===== src/rtl/vend_pkg.sv =====
// Shared types and codes for the vending-machine sequencer: state enum, coin/denomination
// codes and the credit-register input select codes.
package vend_pkg;

  typedef enum logic [3:0] {
    StInit,
    StCredit,
    StChkExc,
    StCost,
    StCheck,
    StPay,
    StDisp,
    StChgLoad,
    StChgOut,
    StFinish
  } state_e;

  localparam logic [1:0] DEN_1  = 2'b00;
  localparam logic [1:0] DEN_2  = 2'b01;
  localparam logic [1:0] DEN_10 = 2'b10;
  localparam logic [1:0] DEN_20 = 2'b11;

  localparam logic [1:0] A_SUM    = 2'b00;
  localparam logic [1:0] A_20     = 2'b10;
  localparam logic [1:0] A_REMAIN = 2'b11;

endpackage


===== src/rtl/vend_ctrl.sv =====
// Sequencing FSM for the vending-machine datapath: coin accept, order check, cup dispense and
// greedy 20/10/2/1 change. Define PRICE_UPDATE_EN to let price_wr reload prices in CREDIT.
module vend_ctrl
  import vend_pkg::*;
(
  input  logic       CLK,
  input  logic       RST,
  input  logic       coin_valid,
  input  logic [1:0] coin_sel,
  output logic       coin_ready,
  input  logic       order_valid,
  input  logic       cancel,
  input  logic       price_wr,
  output logic       busy,
  output logic       cup_out,
  output logic       coin_out,
  output logic [1:0] coin_den,
  output logic       coin_reject,
  output logic       insufficient,
  output logic       LD_A,
  output logic       LD_B,
  output logic       LD_C,
  output logic       LD_D,
  output logic       LD_E,
  output logic       LD_CNT,
  output logic       LD_MEM,
  output logic       CD_D,
  output logic       CD_CNT,
  output logic       Sel_DIV_IN,
  output logic [1:0] Sel_A_IN,
  output logic [1:0] Sel_ADD_IN,
  output logic [1:0] Sel_DIVISOR,
  output logic       DP_CLR,
  input  logic       Z,
  input  logic       Z2,
  input  logic       exceed,
  input  logic       ready
);

  state_e     state_q;
  logic [1:0] den_q;

`ifndef PRICE_UPDATE_EN
  logic unused_price_wr;
  assign unused_price_wr = price_wr;
`endif

  always_ff @(posedge CLK) begin
    if (RST) begin
      state_q <= StInit;
      den_q   <= DEN_1;
    end else begin
      unique case (state_q)
        StInit:   state_q <= StCredit;
        StCredit: begin
          if (cancel) begin
            den_q   <= DEN_20;
            state_q <= StChgLoad;
          end else if (order_valid) begin
            state_q <= StCost;
          end else if (coin_valid) begin
            state_q <= StChkExc;
          end
        end
        StChkExc: state_q <= StCredit;
        StCost:   state_q <= StCheck;
        StCheck:  state_q <= ready ? StPay : StCredit;
        StPay: begin
          den_q   <= DEN_20;
          state_q <= StDisp;
        end
        StDisp:    if (Z2) state_q <= StChgLoad;
        StChgLoad: state_q <= StChgOut;
        StChgOut: begin
          if (Z) begin
            if (den_q == DEN_1) begin
              state_q <= StFinish;
            end else begin
              den_q   <= den_q - 2'd1;
              state_q <= StChgLoad;
            end
          end
        end
        StFinish: state_q <= StCredit;
        default:  state_q <= StInit;
      endcase
    end
  end

  always_comb begin
    coin_ready   = 1'b0;
    busy         = (state_q != StCredit);
    cup_out      = 1'b0;
    coin_out     = 1'b0;
    coin_den     = 2'b00;
    coin_reject  = 1'b0;
    insufficient = 1'b0;
    LD_A         = 1'b0;
    LD_B         = 1'b0;
    LD_C         = 1'b0;
    LD_D         = 1'b0;
    LD_E         = 1'b0;
    LD_CNT       = 1'b0;
    LD_MEM       = 1'b0;
    CD_D         = 1'b0;
    CD_CNT       = 1'b0;
    Sel_DIV_IN   = 1'b0;
    Sel_A_IN     = A_SUM;
    Sel_ADD_IN   = 2'b00;
    Sel_DIVISOR  = 2'b00;
    DP_CLR       = 1'b0;
    unique case (state_q)
      StInit: LD_MEM = 1'b1;
      StCredit: begin
        coin_ready = 1'b1;
        if (cancel) begin
          // Change sequence runs from state alone; nothing to load here.
        end else if (order_valid) begin
          LD_C = 1'b1;
          LD_D = 1'b1;
        end else if (coin_valid) begin
          LD_A       = 1'b1;
          Sel_A_IN   = A_SUM;
          Sel_ADD_IN = coin_sel;
`ifdef PRICE_UPDATE_EN
        end else if (price_wr) begin
          LD_MEM = 1'b1;
`endif
        end
      end
      StChkExc: begin
        if (exceed) begin
          LD_A        = 1'b1;
          Sel_A_IN    = A_20;
          coin_reject = 1'b1;
        end
      end
      StCost:  LD_E = 1'b1;
      StCheck: insufficient = ~ready;
      StPay: begin
        LD_A     = 1'b1;
        Sel_A_IN = A_REMAIN;
      end
      StDisp: begin
        if (!Z2) begin
          cup_out = 1'b1;
          CD_D    = 1'b1;
        end
      end
      StChgLoad: begin
        // Largest denomination divides the remaining credit; the rest divide the remainder.
        Sel_DIV_IN  = (den_q == DEN_20);
        Sel_DIVISOR = den_q;
        LD_CNT      = 1'b1;
        LD_B        = 1'b1;
      end
      StChgOut: begin
        if (!Z) begin
          coin_out = 1'b1;
          coin_den = den_q;
          CD_CNT   = 1'b1;
        end
      end
      StFinish: DP_CLR = 1'b1;
      default: ;
    endcase
  end

endmodule


===== config.mk =====
export PLATFORM = sky130hd
export DESIGN_NAME = vend_ctrl
export DESIGN_NICKNAME = d
export VERILOG_FILES = /design/src/rtl/vend_pkg.sv /design/src/rtl/vend_ctrl.sv
export SDC_FILE = /design/constraint.sdc
export NUM_CORES = 1
export LEC_CHECK = 0
export CAP_MARGIN = 10
export CORE_ASPECT_RATIO = 0.75
export CORE_MARGIN = 2
export CORE_UTILIZATION = 33
export DETAILED_ROUTE_END_ITERATION = 6
export PLACE_DENSITY_LB_ADDON = 0.08
export SLEW_MARGIN = 20
export SYNTH_ARGS = -nofsm -noshare
export SYNTH_HDL_FRONTEND = slang
export SYNTH_SLANG_ARGS = --single-unit
export TNS_END_PERCENT = 50

===== constraint.sdc =====
create_clock -name CLK -period 1.5 [get_ports CLK]
set_input_delay 0.225 -clock CLK [delete_from_list [all_inputs] [get_ports CLK]]
set_output_delay 0.225 -clock CLK [all_outputs]
set_load 0.005 [all_outputs]

==> impl_metrics.py <==
metrics = {
    "grt": {
        "first_global_vias": 872,
        "grt_usage_pct": 24.8,
        "antenna_found_initial": 0,
        "overflow": 0,
        "grt_pass1_wl_um": 4150,
        "grt_max_degree": 13,
    },
    "worst_hold_path": {
        "hp-start": "den_q[0]",
        "worstHoldEndpoint": "den_q[0]",
        "hold_path_class": "flop to flop",
        "hold_depth": 2,
    },
    "setup_path": {
        "path_cells": "buf_6 > nor3_4 > inv_2 > buf_6 > buf_6 > or4_4 > o211ai_1 > a21oi_1",
        "critPathSlowestCell": "or4_4",
        "cpMostUsedCell": "buf_6",
        "worstPathArrival_ns": 1.94,
        "worst_setup_path_end_kind": "flop",
        "regToRegSetupSlack_ns": -0.32,
        "cp_top_family": "simple AND/OR/NAND/NOR gates",
        "worstReg2RegEnd": "state_q[2]",
        "required_ns": 1.62,
        "crit_fanout": 6,
        "max_stage_delay_ns": 0.46,
        "worst-path-buf-inv": 4,
        "reg2reg_depth": 8,
        "critical_path_class": "flop to flop",
        "start_kind": "flop",
        "worstReg2RegStart": "state_q[1]",
    },
    "clock_tree": {
        "cts.sinks": 6,
        "cts_root_buf": "clkbuf_4",
        "clockBufferDepth": 2,
        "cts_buffers": 3,
        "cts_tree": "done",
        "h-tree-depth": 1,
        "clk_pin_slew_worst_paths_ns": 0.04,
        "clkLatencyLatePin_ns": 0.24,
    },
    "detailed_routing": {
        "vias": 970,
        "drc": 0,
        "totalWireLength_um": 3110,
        "wl_per_cell_um": 17.2,
        "drt_iter0_markers": 24,
        "vias_per_cell": 5.36,
        "dr.pass1.iters": 4,
        "antenna_left": 0,
    },
    "floorplanning": {
        "dieHeight_um": 41.6,
        "die_x_um": 54.1,
        "rows": 13,
        "dieArea_sq_mm": 0.00225,
        "start_util_pct": 35.4,
        "io_pins": 37,
        "core_area_sq_mm": 0.00176,
    },
    "placed_design": {
        "numPortBuffers": 35,
        "routabilityCongestion": 0.761,
        "place_area_sq_mm": 0.00115,
        "pre_cts_slack_ns": -0.535,
        "dpl.hpwl_um": 1560,
    },
    "synthesis": {
        "synthesis.nets": 98,
        "ys_seq_area_share_pct": 19.3,
        "synth_area_sq_um": 622,
        "ys_types": 37,
        "synth_ff_type": "dfxtp_1",
        "synth_edf_count": 0,
        "synth_area_per_cell_sq_um": 7.40,
        "syn-instance-count": 84,
        "yosysWarnings": 0,
        "ys_ff_latch": 6,
        "synth-async-reset-ratio_pct": 0,
    },
    "cells_and_area": {
        "multiInputGateArea_sq_um": 566,
        "diodes": 0,
        "regArea_sq_um": 133,
        "fillCellCount": 98,
        "syn_to_final_growth_pct": 137,
        "mostFrequentLayoutCell": "buf_4",
        "mostFrequentLayoutCells": "buf_4 (34), buf_6 (22), buf_2 (13)",
        "fin_nets": 175,
        "design_area_sq_mm": 0.00148,
        "layout-drive-gt1-share_pct": 66.7,
    },
    "timing": {
        "min_period_ns": 1.82,
        "hold_violations": 0,
        "post-route-period-util_pct": 122,
        "fmax_mhz": 549,
        "rsz0062_at_grt": "yes",
        "worstMarginPinSlew_ns": 0.449,
        "final_max_slew_viol_count": 0,
        "slew_headroom_pct": 69.3,
        "setup_viol": 24,
        "setup_slack_ns": -0.323,
        "skew_ns": 0.00387,
    },
    "pwr": {
        "vdd_drop_max_uv": 548,
        "sequentialPowerShare_pct": 25.4,
        "power.density_mw_per_mm2": 536,
        "total_power_mw": 0.790,
        "internal_power_mw": 0.517,
        "swShare_pct": 34.6,
        "switchingPower_mw": 0.273,
        "p_leak_nw": 0.695,
        "combPwrFrac_pct": 56.5,
        "p_clk_share_pct": 18.0,
    },
    "run_status": {
        "failed_checks": "negative setup slack",
        "status": "complete, but fails checks",
    },
    "flow_run": {
        "maxCapViolCount": 0,
    },
}
-- Yosys cell counts (2+ instances only) --
master / count / share of area, %
nand2_1: 2 / 1.2
nor3_1: 9 / 7.2
buf_4: 5 / 6.0
ha_1: 2 / 4.0
nand2b_1: 3 / 3.0
buf_1: 2 / 1.2
nor2_1: 6 / 3.6
and2_1: 3 / 3.0
o21ai_0: 2 / 1.6
nand3b_1: 3 / 3.6
nor4_1: 3 / 3.0
o211ai_1: 2 / 2.4
dfxtp_1: 6 / 19
inv_1: 4 / 2.4
a21o_1: 2 / 2.4
buf_2: 2 / 1.6
and3_1: 2 / 2.0
a21oi_1: 7 / 5.6
-- layer usage --
metal,track usage (%),up-vias,routed length (um)
li1,-,460,-
met3,2.16,4,151
met2,39.8,35,1580
met4,9.00,0,39
met5,0,-,0
met1,34.1,471,1340
-- registers in the layout (all words and copies together) (netlist names) --
| name | cells |
|---|---|
| den_q | 2 |
| state_q | 4 |
-- per-stage QoR --
| stage | instances | TNS (ns) | util, % | hold slack, ns |
|---|---|---|---|---|
| floorplan | 84 | -0.112 | - | 0.294 |
| global placement | 159 | -8.49 | 65.5 | 0.549 |
| detailed placement | 159 | -8.85 | 65.5 | 0.552 |
| CTS | 176 | -2.98 | 75.0 | 0.559 |
| global route | 181 | -5.54 | 84.0 | 0.618 |
| finish | 181 | -4.04 | 84.0 | 0.567 |
-- tightest hold or removal path, stage by stage (launching register included) --
cell and delay (ns):
dfxtp_1 0.32, buf_4 0.14, a211oi_2 0.06
-- power by group through the flow --
stage / logic [mW] / clock network [mW] / registers [mW]
after floorplan: 0.139 / 0 / 0.187
after global placement: 0.314 / 0 / 0.198
after detailed placement: 0.318 / 0 / 0.198
after CTS: 0.371 / 0.149 / 0.199
after global routing: 0.473 / 0.162 / 0.201
final: 0.447 / 0.143 / 0.201
-- worst max-delay path by stage --
stage | startpoint | end | slack [ns] | depth (start not counted)
4_1_cts | state_q[2] | Sel_ADD_IN[0] | -0.30 | 7
5_1_grt | state_q[1] | state_q[2] | -0.40 | 8
2_1_floorplan | state_q[3] | state_q[3] | -0.04 | 7
3_5_place_dp | state_q[2] | Sel_ADD_IN[0] | -0.53 | 6
6_report | state_q[1] | state_q[2] | -0.32 | 8
3_3_place_gp | Z2 | cup_out | -0.50 | 5
-- cells by family (layout without fill, tap and decap cells) --
kind of cell             count (synthesis)  after routing  share of synthesized area [%]
buffers and inverters                   16             91                           14.3
flip-flops                               6              6                           19.3
multiplexers                             1              1                           1.81
AND/OR/NAND/NOR                         41             41                           41.7
adder cells (fa/ha/maj)                  2              2                           4.02
AO/OA/AOI/OAI                           18             18                           18.9
-- what timing repair did --
| item | in CTS | in global routing |
|---|---|---|
| hold buffers | 0 | 0 |
| endpoints found under the setup margin | 31 | 28 |
| pin swaps | 14 | 5 |
| setup buffers | 15 | 5 |
| resized for setup | 126 | 26 |
-- cell type report --
type	count	share of cell area, %
Clock buffer	3	1.53
Inverter	5	1.27
Multi-Input combinational cell	62	38.3
Sequential cell	6	8.99
Tap cell	22	1.87
Timing Repair Buffer	83	48.0
Note: power is estimated with default switching activity, not from simulation.
==> RTL edit, RTL diff (same settings) <==
The 10 states of `state_e` get a one-hot encoding in 10 bits.
--- a/src/rtl/vend_pkg.sv
+++ b/src/rtl/vend_pkg.sv
@@ -2,17 +2,17 @@
 // codes and the credit-register input select codes.
 package vend_pkg;
 
-  typedef enum logic [3:0] {
-    StInit,
-    StCredit,
-    StChkExc,
-    StCost,
-    StCheck,
-    StPay,
-    StDisp,
-    StChgLoad,
-    StChgOut,
-    StFinish
+  typedef enum logic [9:0] {
+    StInit    = 10'b0000000001,
+    StCredit  = 10'b0000000010,
+    StChkExc  = 10'b0000000100,
+    StCost    = 10'b0000001000,
+    StCheck   = 10'b0000010000,
+    StPay     = 10'b0000100000,
+    StDisp    = 10'b0001000000,
+    StChgLoad = 10'b0010000000,
+    StChgOut  = 10'b0100000000,
+    StFinish  = 10'b1000000000
   } state_e;
 
   localparam logic [1:0] DEN_1  = 2'b00;
Check against the original RTL: same outputs for any inputs over 10 cycles, from zero or initial values and one cycle with RST high; not proved beyond that.
==> RTL edit against the unedited design <==
- the flow still finishes with violations (setup timing)
- cell count increased by 35%
- sequential share of layout area increased by 4.0 points
- synthesized area is 48% higher
- register-to-register slack improved by 0.04 ns
- combinational power is 6.5% higher
- final area grew 30%
- total power up 44%
- largest power group unchanged
- worst setup slack got worse by 0.26 ns
- routed wire length is 19% higher
- largest cell class unchanged
- sequential cell count rose by 6
- critical endpoint is now LD_A
==> RTL edit: results (changes against the unedited design) <==
Place
  • Cells after DPL: 218 (+37%)
  • Setup WS pre-CTS: -0.629 ns (-0.0945 ns)
  • Final HPWL DP: 2400 um (+53%)
  • Post-Place Cell Area: 0.00157 mm^2 (+37%)
  • GP Congestion: 0.791 (+4.0%)

Worst setup path
  • Setup crit start: state_q[4]
  • Reg2reg setup slack: -0.28 ns (+0.04 ns)
  • Max stage delay on crit path: 0.55 ns (+0.09 ns)
  • CP Max Fanout: 2 (-4)
  • Slowest CP cell: or4_4
  • CP arrival: 1.86 ns (-0.08 ns)
  • Worst reg2reg startpoint: state_q[5]

Clock tree
  • Root buffer cell: clkbuf_8

Routing
  • Initial DRC count: 52 (+120%)
  • Routed vias/inst: 5.05 (-5.9%)
  • Vias: 1231 (+27%)
  • Total routed wirelength: 3690 um (+19%)

Synth
  • Synth Net Count: 132 (+35%)
  • Cell variety after synth: 40 (+8.1%)
  • Synth cell count leaders: dfxtp_1 (12), nor2_1 (12), inv_1 (10)
  • Synth top area cells: dfxtp_1 (26%), nor2_1 (4.9%), nand2b_1 (4.7%)
  • Sequential area share after synthesis: 26.0% (+6.7 points)
  • Mapped Cells: 118 (+40%)

Status
  • Outcome: complete, but fails checks
  • Violated checks: setup timing

Global routing
  • Total track usage: 22.8% (-2.0 points)
  • Met3 Resource Use GR: 4.11% (+2.0 points)
  • Grt met1 use: 30.0% (-4.0 points)
  • First-pass GRT wire length: 5660 um (+36%)
  • Largest net degree at the start of global routing: 8 (-5)
  • Met2 GRT Util: 37.8% (-2.0 points)

STA
  • Clock skew: 0.00213 ns (-0.00174 ns)
  • Final worst-path setup slack: -0.583 ns (-0.260 ns)
  • Worst-Margin Slew: 0.358 ns (-0.0910 ns)
  • Setup violations, final: 34 (+42%)

Layout
  • Fillers: 200 (+100%)
  • Ratio of cells with drive above 1 in the final layout: 60.1% (-6.6 points)
  • Biggest regs: state_q x10, den_q x2

Power
  • Sw Share: 30.7% (-3.9 points)
  • Maximum VDD drop: 543 uV (-0.89%)
  • Leakage power: 0.895 nW (+29%)

Hold path
  • Worst hold start: den_q[1]
RTL edit: changes by cell type in the layout (fill, tap and decap cells not counted), sizes merged, moves of 3 or more:
cell / unedited run / this run
nand2b: 3 / 7
nand3b: 3 / 0
nand3: 0 / 5
dfxtp: 6 / 12
a2bb2oi: 0 / 3
inv: 5 / 10
nor2: 6 / 12
buf: 70 / 79
or4: 1 / 4
nand2: 2 / 6
a21oi: 7 / 3
RTL edit: per-stage QoR:
step / power (mW) / setup TNS [ns] / hold slack [ns]
after global routing: 1.19 / -12.83 / 0.620
after CTS: 1.08 / -10.68 / 0.542
after global placement: 0.693 / -12.86 / 0.501
after floorplan: 0.522 / -0.853 / 0.297
after detailed placement: 0.699 / -13.69 / 0.512
final: 1.14 / -10.07 / 0.580
RTL edit: routing by layer:
| metal | wire, um | vias to the layer above |
|---|---|---|
| met5 | 0 | - |
| met4 | 72 | 0 |
| met3 | 164 | 8 |
| met2 | 1850 | 34 |
| met1 | 1600 | 589 |
| li1 | - | 600 |
RTL edit: what timing repair did:
item / 4_1_cts / 5_1_grt
buffers inserted: 18 / 6
pin swaps: 21 / 7
gates cloned: 0 / 0
setup endpoints to repair: 34 / 35
gates resized for setup: 123 / 23
RTL edit: worst paths after layout:
| path | cells after the start | to |
|---|---|---|
| worst max-delay path | 6 | LD_A |
| worst min-delay path | 2 | den_q[1] |
| worst max register to register | 7 | state_q[5] |
| worst min register to register | 2 | den_q[1] |
RTL edit: cells by family (layout without fill, tap and decap cells):
family | Yosys count | in the layout | share of synthesized area [%]
compound gates | 21 | 21 | 15.9
fa+ha+maj | 2 | 2 | 2.71
flops | 12 | 12 | 26.0
simple gates | 64 | 64 | 44.9
xor+xnor | 2 | 2 | 1.90
buf+inv | 17 | 107 | 8.67
RTL edit: final cells by class:
type / instances / area, um^2 / share of cell area (%)
timing repair buffer: 94 / 790 / 41.1
multi-input combinational: 89 / 758 / 39.5
sequential: 12 / 250 / 13.0
tap: 36 / 45.0 / 2.34
clock buffer: 3 / 41.3 / 2.15
inverter: 10 / 37.5 / 1.95
RTL edit: critical path, delay by kind of cell (launching register included):
kind                   cells  cell delay [ns]
and+or+nand+nor            3             0.95
AOI/OAI and AO/OA          1             0.10
buffers and inverters      2             0.24
DFF                        1             0.32
RTL edit: power by group through the flow:
stage	Clock [mW]	Combinational [mW]	Sequential [mW]
final	0.302	0.476	0.359
after global placement	0	0.332	0.361
after CTS	0.300	0.424	0.358
after floorplan	0	0.164	0.358
after global routing	0.320	0.508	0.362
after detailed placement	0	0.338	0.361
